File: src/rtl/scoreboard_register_file_if.sv
// Bus bundle for scoreboard_register_file: two read ports with busy
// flags, the decode-side issue handshake and the write-back port.
// The master side is the CPU pipeline; the slave side is the register file.
interface scoreboard_register_file_if #(
    parameter int DATA_WIDTH = 16,
    parameter int ADDR_WIDTH = 2
);
    logic [ADDR_WIDTH-1:0] rs1_addr;
    logic [ADDR_WIDTH-1:0] rs2_addr;
    logic [DATA_WIDTH-1:0] rs1_data;
    logic [DATA_WIDTH-1:0] rs2_data;
    logic                  rs1_busy;
    logic                  rs2_busy;
    logic                  issue_valid;
    logic [ADDR_WIDTH-1:0] issue_rd;
    logic                  issue_ready;
    logic                  wb_valid;
    logic [ADDR_WIDTH-1:0] wb_rd;
    logic [DATA_WIDTH-1:0] wb_data;
    logic                  wb_underflow;

    modport master (
        output rs1_addr, rs2_addr, issue_valid, issue_rd, wb_valid, wb_rd, wb_data,
        input  rs1_data, rs2_data, rs1_busy, rs2_busy, issue_ready, wb_underflow
    );

    modport slave (
        input  rs1_addr, rs2_addr, issue_valid, issue_rd, wb_valid, wb_rd, wb_data,
        output rs1_data, rs2_data, rs1_busy, rs2_busy, issue_ready, wb_underflow
    );
endinterface

File: src/rtl/scoreboard_register_file.sv
// Parametrised register file with a per-register pending-write scoreboard.
// Decode reads operands and reserves destinations (issue); write-back
// writes results and retires reservations. Each register has a saturating
// pending counter; a non-zero count marks the register busy (RAW hazard).
// Optional macro REGFILE_BYPASS_EN forwards the in-flight write-back data
// and post-write-back busy state to the read ports in the same cycle;
// without it, writes become visible one cycle after the clock edge.
module scoreboard_register_file #(
    parameter int DATA_WIDTH = 16,
    parameter int ADDR_WIDTH = 2,
    parameter int ZERO_REG   = 0,
    parameter int PEND_WIDTH = 2
) (
    input  logic                     clk,
    input  logic                     reset_n,
    scoreboard_register_file_if.slave bus
);
    localparam int                    NUM_REGS  = 2 ** ADDR_WIDTH;
    localparam logic [PEND_WIDTH-1:0] PMAX      = {PEND_WIDTH{1'b1}};
    localparam logic [PEND_WIDTH-1:0] PEND_ZERO = {PEND_WIDTH{1'b0}};
    localparam logic [PEND_WIDTH-1:0] PEND_ONE  = PEND_WIDTH'(1);
    localparam logic [ADDR_WIDTH-1:0] ADDR_ZERO = {ADDR_WIDTH{1'b0}};
    localparam logic [DATA_WIDTH-1:0] DATA_ZERO = {DATA_WIDTH{1'b0}};
    localparam logic                  HW_ZERO   = (ZERO_REG != 0);

    // Architectural state
    logic [DATA_WIDTH-1:0] regs_r [NUM_REGS];
    logic [PEND_WIDTH-1:0] pend_r [NUM_REGS];
    logic                  underflow_r;

    // Combinational decode
    logic                  issue_ready_s;
    logic                  issue_acc_s;
    logic [NUM_REGS-1:0]   inc_s;
    logic [NUM_REGS-1:0]   dec_s;
    logic [PEND_WIDTH-1:0] pend_nxt_s [NUM_REGS];
    logic                  underflow_set_s;
    logic [ADDR_WIDTH-1:0] rd_addr_s [2];
    logic [DATA_WIDTH-1:0] rd_data_s [2];
    logic [1:0]            rd_busy_s;

    assign rd_addr_s[0] = bus.rs1_addr;
    assign rd_addr_s[1] = bus.rs2_addr;

    // Issue acceptance: ready unless the destination counter is saturated
    always_comb begin
        issue_ready_s = 1'b1;
        if (HW_ZERO && (bus.issue_rd == ADDR_ZERO)) begin
            issue_ready_s = 1'b1;
        end else begin
            issue_ready_s = (pend_r[bus.issue_rd] != PMAX);
        end
        issue_acc_s = bus.issue_valid && issue_ready_s;
    end

    // Per-register increment/decrement decode and next pending count
    always_comb begin
        underflow_set_s = 1'b0;
        for (int r = 0; r < NUM_REGS; r++) begin
            // A hardwired zero register neither reserves nor retires
            inc_s[r] = issue_acc_s && (bus.issue_rd == ADDR_WIDTH'(r))
                       && !(HW_ZERO && (r == 0));
            dec_s[r] = bus.wb_valid && (bus.wb_rd == ADDR_WIDTH'(r))
                       && !(HW_ZERO && (r == 0));
            pend_nxt_s[r] = pend_r[r];
            case ({inc_s[r], dec_s[r]})
                2'b10: begin
                    pend_nxt_s[r] = pend_r[r] + PEND_ONE;
                end
                2'b01: begin
                    if (pend_r[r] == PEND_ZERO) begin
                        underflow_set_s = 1'b1;
                        pend_nxt_s[r]   = PEND_ZERO;
                    end else begin
                        pend_nxt_s[r] = pend_r[r] - PEND_ONE;
                    end
                end
                default: begin
                    // Both or neither: reservation count is unchanged
                    pend_nxt_s[r] = pend_r[r];
                end
            endcase
        end
    end

    // Read ports: register contents and busy flag, optional write-back bypass
    always_comb begin
        for (int p = 0; p < 2; p++) begin
            rd_data_s[p] = regs_r[rd_addr_s[p]];
            rd_busy_s[p] = (pend_r[rd_addr_s[p]] != PEND_ZERO);
            if (HW_ZERO && (rd_addr_s[p] == ADDR_ZERO)) begin
                rd_data_s[p] = DATA_ZERO;
                rd_busy_s[p] = 1'b0;
            end else begin
`ifdef REGFILE_BYPASS_EN
                // Bypass is gated by reset so outputs hold reset values in reset
                if (reset_n && bus.wb_valid && (bus.wb_rd == rd_addr_s[p])) begin
                    rd_data_s[p] = bus.wb_data;
                    if ((pend_r[rd_addr_s[p]] == PEND_ONE) &&
                        !(issue_acc_s && (bus.issue_rd == rd_addr_s[p]))) begin
                        rd_busy_s[p] = 1'b0;
                    end else begin
                        rd_busy_s[p] = rd_busy_s[p];
                    end
                end else begin
                    rd_data_s[p] = rd_data_s[p];
                end
`else
                rd_data_s[p] = rd_data_s[p];
`endif
            end
        end
    end

    // Register writes, pending counters and sticky underflow flag
    always_ff @(posedge clk or negedge reset_n) begin
        if (!reset_n) begin
            for (int r = 0; r < NUM_REGS; r++) begin
                regs_r[r] <= DATA_ZERO;
                pend_r[r] <= PEND_ZERO;
            end
            underflow_r <= 1'b0;
        end else begin
            for (int r = 0; r < NUM_REGS; r++) begin
                if (dec_s[r]) begin
                    regs_r[r] <= bus.wb_data;
                end else begin
                    regs_r[r] <= regs_r[r];
                end
                pend_r[r] <= pend_nxt_s[r];
            end
            underflow_r <= underflow_r | underflow_set_s;
        end
    end

    assign bus.rs1_data     = rd_data_s[0];
    assign bus.rs2_data     = rd_data_s[1];
    assign bus.rs1_busy     = rd_busy_s[0];
    assign bus.rs2_busy     = rd_busy_s[1];
    assign bus.issue_ready  = issue_ready_s;
    assign bus.wb_underflow = underflow_r;

endmodule

File: src/flat_wrapper.sv
// flat-port wrapper written by rule: the top's interface ports become plain ports
module scoreboard_register_file_flat 
#(
    parameter int DATA_WIDTH = 16,
    parameter int ADDR_WIDTH = 2,
    parameter int ZERO_REG   = 0,
    parameter int PEND_WIDTH = 2
)
  (clk, reset_n, bus_rs1_addr, bus_rs2_addr, bus_issue_valid, bus_issue_rd, bus_wb_valid, bus_wb_rd, bus_wb_data, bus_rs1_data, bus_rs2_data, bus_rs1_busy, bus_rs2_busy, bus_issue_ready, bus_wb_underflow);
  scoreboard_register_file_if #(.DATA_WIDTH(DATA_WIDTH), .ADDR_WIDTH(ADDR_WIDTH)) bus_i ();
  input  logic clk;
  input  logic reset_n;
  input wire logic [$bits(bus_i.rs1_addr)-1:0] bus_rs1_addr;
  input wire logic [$bits(bus_i.rs2_addr)-1:0] bus_rs2_addr;
  input wire logic [$bits(bus_i.issue_valid)-1:0] bus_issue_valid;
  input wire logic [$bits(bus_i.issue_rd)-1:0] bus_issue_rd;
  input wire logic [$bits(bus_i.wb_valid)-1:0] bus_wb_valid;
  input wire logic [$bits(bus_i.wb_rd)-1:0] bus_wb_rd;
  input wire logic [$bits(bus_i.wb_data)-1:0] bus_wb_data;
  output wire logic [$bits(bus_i.rs1_data)-1:0] bus_rs1_data;
  output wire logic [$bits(bus_i.rs2_data)-1:0] bus_rs2_data;
  output wire logic [$bits(bus_i.rs1_busy)-1:0] bus_rs1_busy;
  output wire logic [$bits(bus_i.rs2_busy)-1:0] bus_rs2_busy;
  output wire logic [$bits(bus_i.issue_ready)-1:0] bus_issue_ready;
  output wire logic [$bits(bus_i.wb_underflow)-1:0] bus_wb_underflow;
  assign bus_i.rs1_addr = bus_rs1_addr;
  assign bus_i.rs2_addr = bus_rs2_addr;
  assign bus_i.issue_valid = bus_issue_valid;
  assign bus_i.issue_rd = bus_issue_rd;
  assign bus_i.wb_valid = bus_wb_valid;
  assign bus_i.wb_rd = bus_wb_rd;
  assign bus_i.wb_data = bus_wb_data;
  assign bus_rs1_data = bus_i.rs1_data;
  assign bus_rs2_data = bus_i.rs2_data;
  assign bus_rs1_busy = bus_i.rs1_busy;
  assign bus_rs2_busy = bus_i.rs2_busy;
  assign bus_issue_ready = bus_i.issue_ready;
  assign bus_wb_underflow = bus_i.wb_underflow;
  scoreboard_register_file #(.DATA_WIDTH(DATA_WIDTH), .ADDR_WIDTH(ADDR_WIDTH), .ZERO_REG(ZERO_REG), .PEND_WIDTH(PEND_WIDTH)) u_core (.clk(clk), .reset_n(reset_n), .bus(bus_i));
endmodule
File: config.mk
export PLATFORM = sky130hd
export DESIGN_NAME = scoreboard_register_file_flat
export DESIGN_NICKNAME = d
export VERILOG_FILES = /design/src/rtl/scoreboard_register_file_if.sv /design/src/rtl/scoreboard_register_file.sv /design/src/flat_wrapper.sv
export SDC_FILE = /design/constraint.sdc
export NUM_CORES = 1
export LEC_CHECK = 0
export CORE_ASPECT_RATIO = 1.4
export CORE_MARGIN = 4
export CORE_UTILIZATION = 66
export DETAILED_ROUTE_END_ITERATION = 7
export DONT_BUFFER_PORTS = 1
export GPL_TIMING_DRIVEN = 0
export HOLD_SLACK_MARGIN = 0.03
export PLACE_DENSITY = 0.82
export RECOVER_POWER = 25
export SYNTH_ARGS = -nofsm -noshare
export SYNTH_HDL_FRONTEND = slang
export SYNTH_SLANG_ARGS = --single-unit
File: constraint.sdc
create_clock -name clk -period 2.2 [get_ports clk]
set_input_delay 0.22 -clock clk [delete_from_list [all_inputs] [get_ports clk]]
set_output_delay 0.22 -clock clk [all_outputs]
set_load 0.005 [all_outputs]
==> summary.txt <==
STA
  • Setup TNS: 0 ps
  • Unrepaired setup endpoints after global routing: false
  • Fin Clk Skew: 7.99 ps
  • Final Hold Vio Count: 0
  • FMAX: 543 MHz
  • Tightest Pin Transition: 739 ps
  • Worst setup margin: 357 ps
  • Final slew viol count: 0
  • Min cycle time layout: 1840 ps
  • Final worst path period share: 0.838
  • Max-Slew Margin vs Limit: 0.507
  • Worst hold margin: 188 ps
  • # setup viols final: 0

Placed design
  • Cell Area, Placed: 4100 µm²
  • RePlAce Congestion: 0.809
  • Final HPWL DP: 5.38 mm
  • Worst slack, placed: 453 ps
  • Port buffer count: 0

Global route
  • Global-route wire length before repair: 13.1 mm
  • All-Layer GR Usage: 0.243
  • Pin count of the biggest net entering global routing: 74
  • GRT overflow: 0
  • Initial antenna violation count: 0
  • Vias in the first global route: 2,540

Critical path
  • Crit path cell chain: or2_2, mux4_2
  • Worst path required time: 1980 ps
  • CP peak stage delay: 490 ps
  • Critical-path maximum fanout: 6
  • Crit start category: register
  • R2r endpoint: u_core.bus.wb_underflow
  • Crit Path Class: reg -> out
  • Crit. End Element: primary output
  • CP startpoint: u_core.pend_r[7]
  • Crit-path slowest cell: mux4_2
  • Worst R2R Setup Slack: 660 ps
  • Worst r2r src: u_core.pend_r[5]
  • Worst path arrival time: 1620 ps
  • R2r worst-path depth: 5
  • Setup crit end: bus_rs1_busy

Yosys
  • Netlist cell types: 25
  • Post-Syn Nets: 299
  • Async S/R FF share, synth: 1.00
  • Synthesized area: 4010 µm²
  • Mapped Cells: 255
  • Top cell type's share of synthesized area: 0.455
  • Flop and latch count out of synthesis: 73
  • Synth top area cells: dfrtp_1 (46%), mux4_2 (20%), mux2_2 (15%), ha_1 (5.0%), mux2_4 (3.4%)
  • Main synth FF type: dfrtp_1
  • Syn Area/Cell: 15.7 µm²
  • Register area share after synthesis: 0.455
  • Post-synth top area cell: dfrtp_1
  • EDFF count, synth: 0
  • Synth warn: 0

CTS
  • CTS max path bufs: 2
  • Clock-pin slew on the worst setup and hold paths: 90 ps
  • CTS sink count: 73
  • Num CTS Buffers: 9
  • Clock Latency Late Sink: 360 ps
  • Post-CTS setup buffer count: 0
  • CTS tree: built
  • Root buffer cell: clkbuf_8
  • H-tree depth: 3

Finish
  • Final #Nets: 328
  • Ant diodes: 0
  • Most frequent cells in the layout: dfrtp_1 (73), mux2_2 (55), mux4_2 (35), dlygate4sd3_1 (17), ha_1 (16)
  • Area Overhead vs Synth: 13.1%
  • Layout cells sized above 1: 0.464
  • Final Cell Area: 4540 µm²
  • Most common cell after layout, fill and taps aside: dfrtp_1

Worst hold path
  • Worst Hold Launch: bus_wb_rd[1]
  • Worst hold path type: in -> reg

Detailed routing
  • Wire length per cell: 22.6 µm
  • Via count: 2,353
  • Vias/cell: 6.55
  • Detailed Route Iter0 Violations: 74
  • Drt pass-1 iters: 4
  • Routed Antenna Nets: 0
  • Final wirelength: 8.11 mm
  • Drt drc: 0

Power
  • Cell leakage power: 1.92 nW
  • PwrDens: 943 nW/µm²
  • Total power: 4.28 mW
  • Max IR drop VDD: 618 µV

Floorplanning
  • Die W: 73.9 µm
  • Die area: 7410 µm²
  • Site Rows: 33
  • IO Pins: 64
  • Die Height: 100 µm
  • Core area: 5860 µm²
  • Initial Util: 0.684

Run status
  • Status: finished, final reports clean

Flow run
  • Max-Cap Viols: 0
## critical path, delay by kind of cell, from the launching register on
kind             cells  cell delay (ps)
and+or+nand+nor      1              320
muxes                1              490
DFF                  1              450
## layer usage
| metal | global-route usage | wire (µm) |
|---|---|---|
| met1 | 0.297 | 3070 |
| met2 | 0.401 | 4310 |
| met3 | 0.0651 | 586 |
| met4 | 0.103 | 147 |
| met5 | 0 | 0 |
## report_power, final
group	leakage [nW]	internal, mW	total (mW)	switching (mW)
logic	0.934	0.649	1.10	0.451
registers	0.860	1.64	1.89	0.256
clock network	0.124	0.755	1.29	0.532
## area by class of cell
cell class	instances	area, µm²
Buffer	12	90.1
Clock buffer	9	124
Clock inverter	7	118
Fill cell	358	1330
Inverter	11	41.3
Multi-Input combinational cell	159	2050
Sequential cell	73	1830
Tap cell	70	87.6
Timing Repair Buffer	18	198
## metrics by stage
step,std cells,util
4_1_cts,359,0.774
2_1_floorplan,255,-
5_1_grt,359,0.774
6_report,359,0.774
3_3_place_gp,325,0.699
3_5_place_dp,325,0.699
## sequential cells by signal (all words and copies together) (netlist names)
signal / cells
u_core.regs_r: 64
u_core.pend_r: 8
u_core.bus.wb_underflow: 1
## synthesized netlist by cell type (all sizes together), types with 2 or more instances
library cell,n
inv,11
o21ai,4
a211oi,4
ha,16
dfrtp,73
mux2i,4
nand2,10
nand3b,2
buf,11
nor3b,10
mux2,64
mux4,35
nand4b,2
or2,4
## cell families (layout without fill, tap and decap cells)
family,after synthesis,in the layout,share of synthesized area
muxes,103,103,0.395
DFF,73,73,0.455
and+or+nand+nor,30,30,0.0512
buffers and inverters,23,57,0.0327
adders and majority gates,16,16,0.0499
AOI/OAI and AO/OA,10,10,0.0162
## worst min path at each step
stage                               to  slack, ps  depth (start not counted)
2_1_floorplan  u_core.bus.wb_underflow        -80                          0
3_3_place_gp         u_core.regs_r[60]        -70                          0
3_5_place_dp         u_core.regs_r[60]        -70                          0
4_1_cts              u_core.regs_r[61]        180                          2
5_1_grt              u_core.regs_r[62]        190                          2
6_report             u_core.regs_r[61]        190                          2
## timing repair
| item | in CTS | in global routing |
|---|---|---|
| gates resized for setup | 0 | 0 |
| hold buffers | 18 | 0 |
| endpoints found under the hold margin | 137 | 0 |
Power figures use the tool's default switching activity.
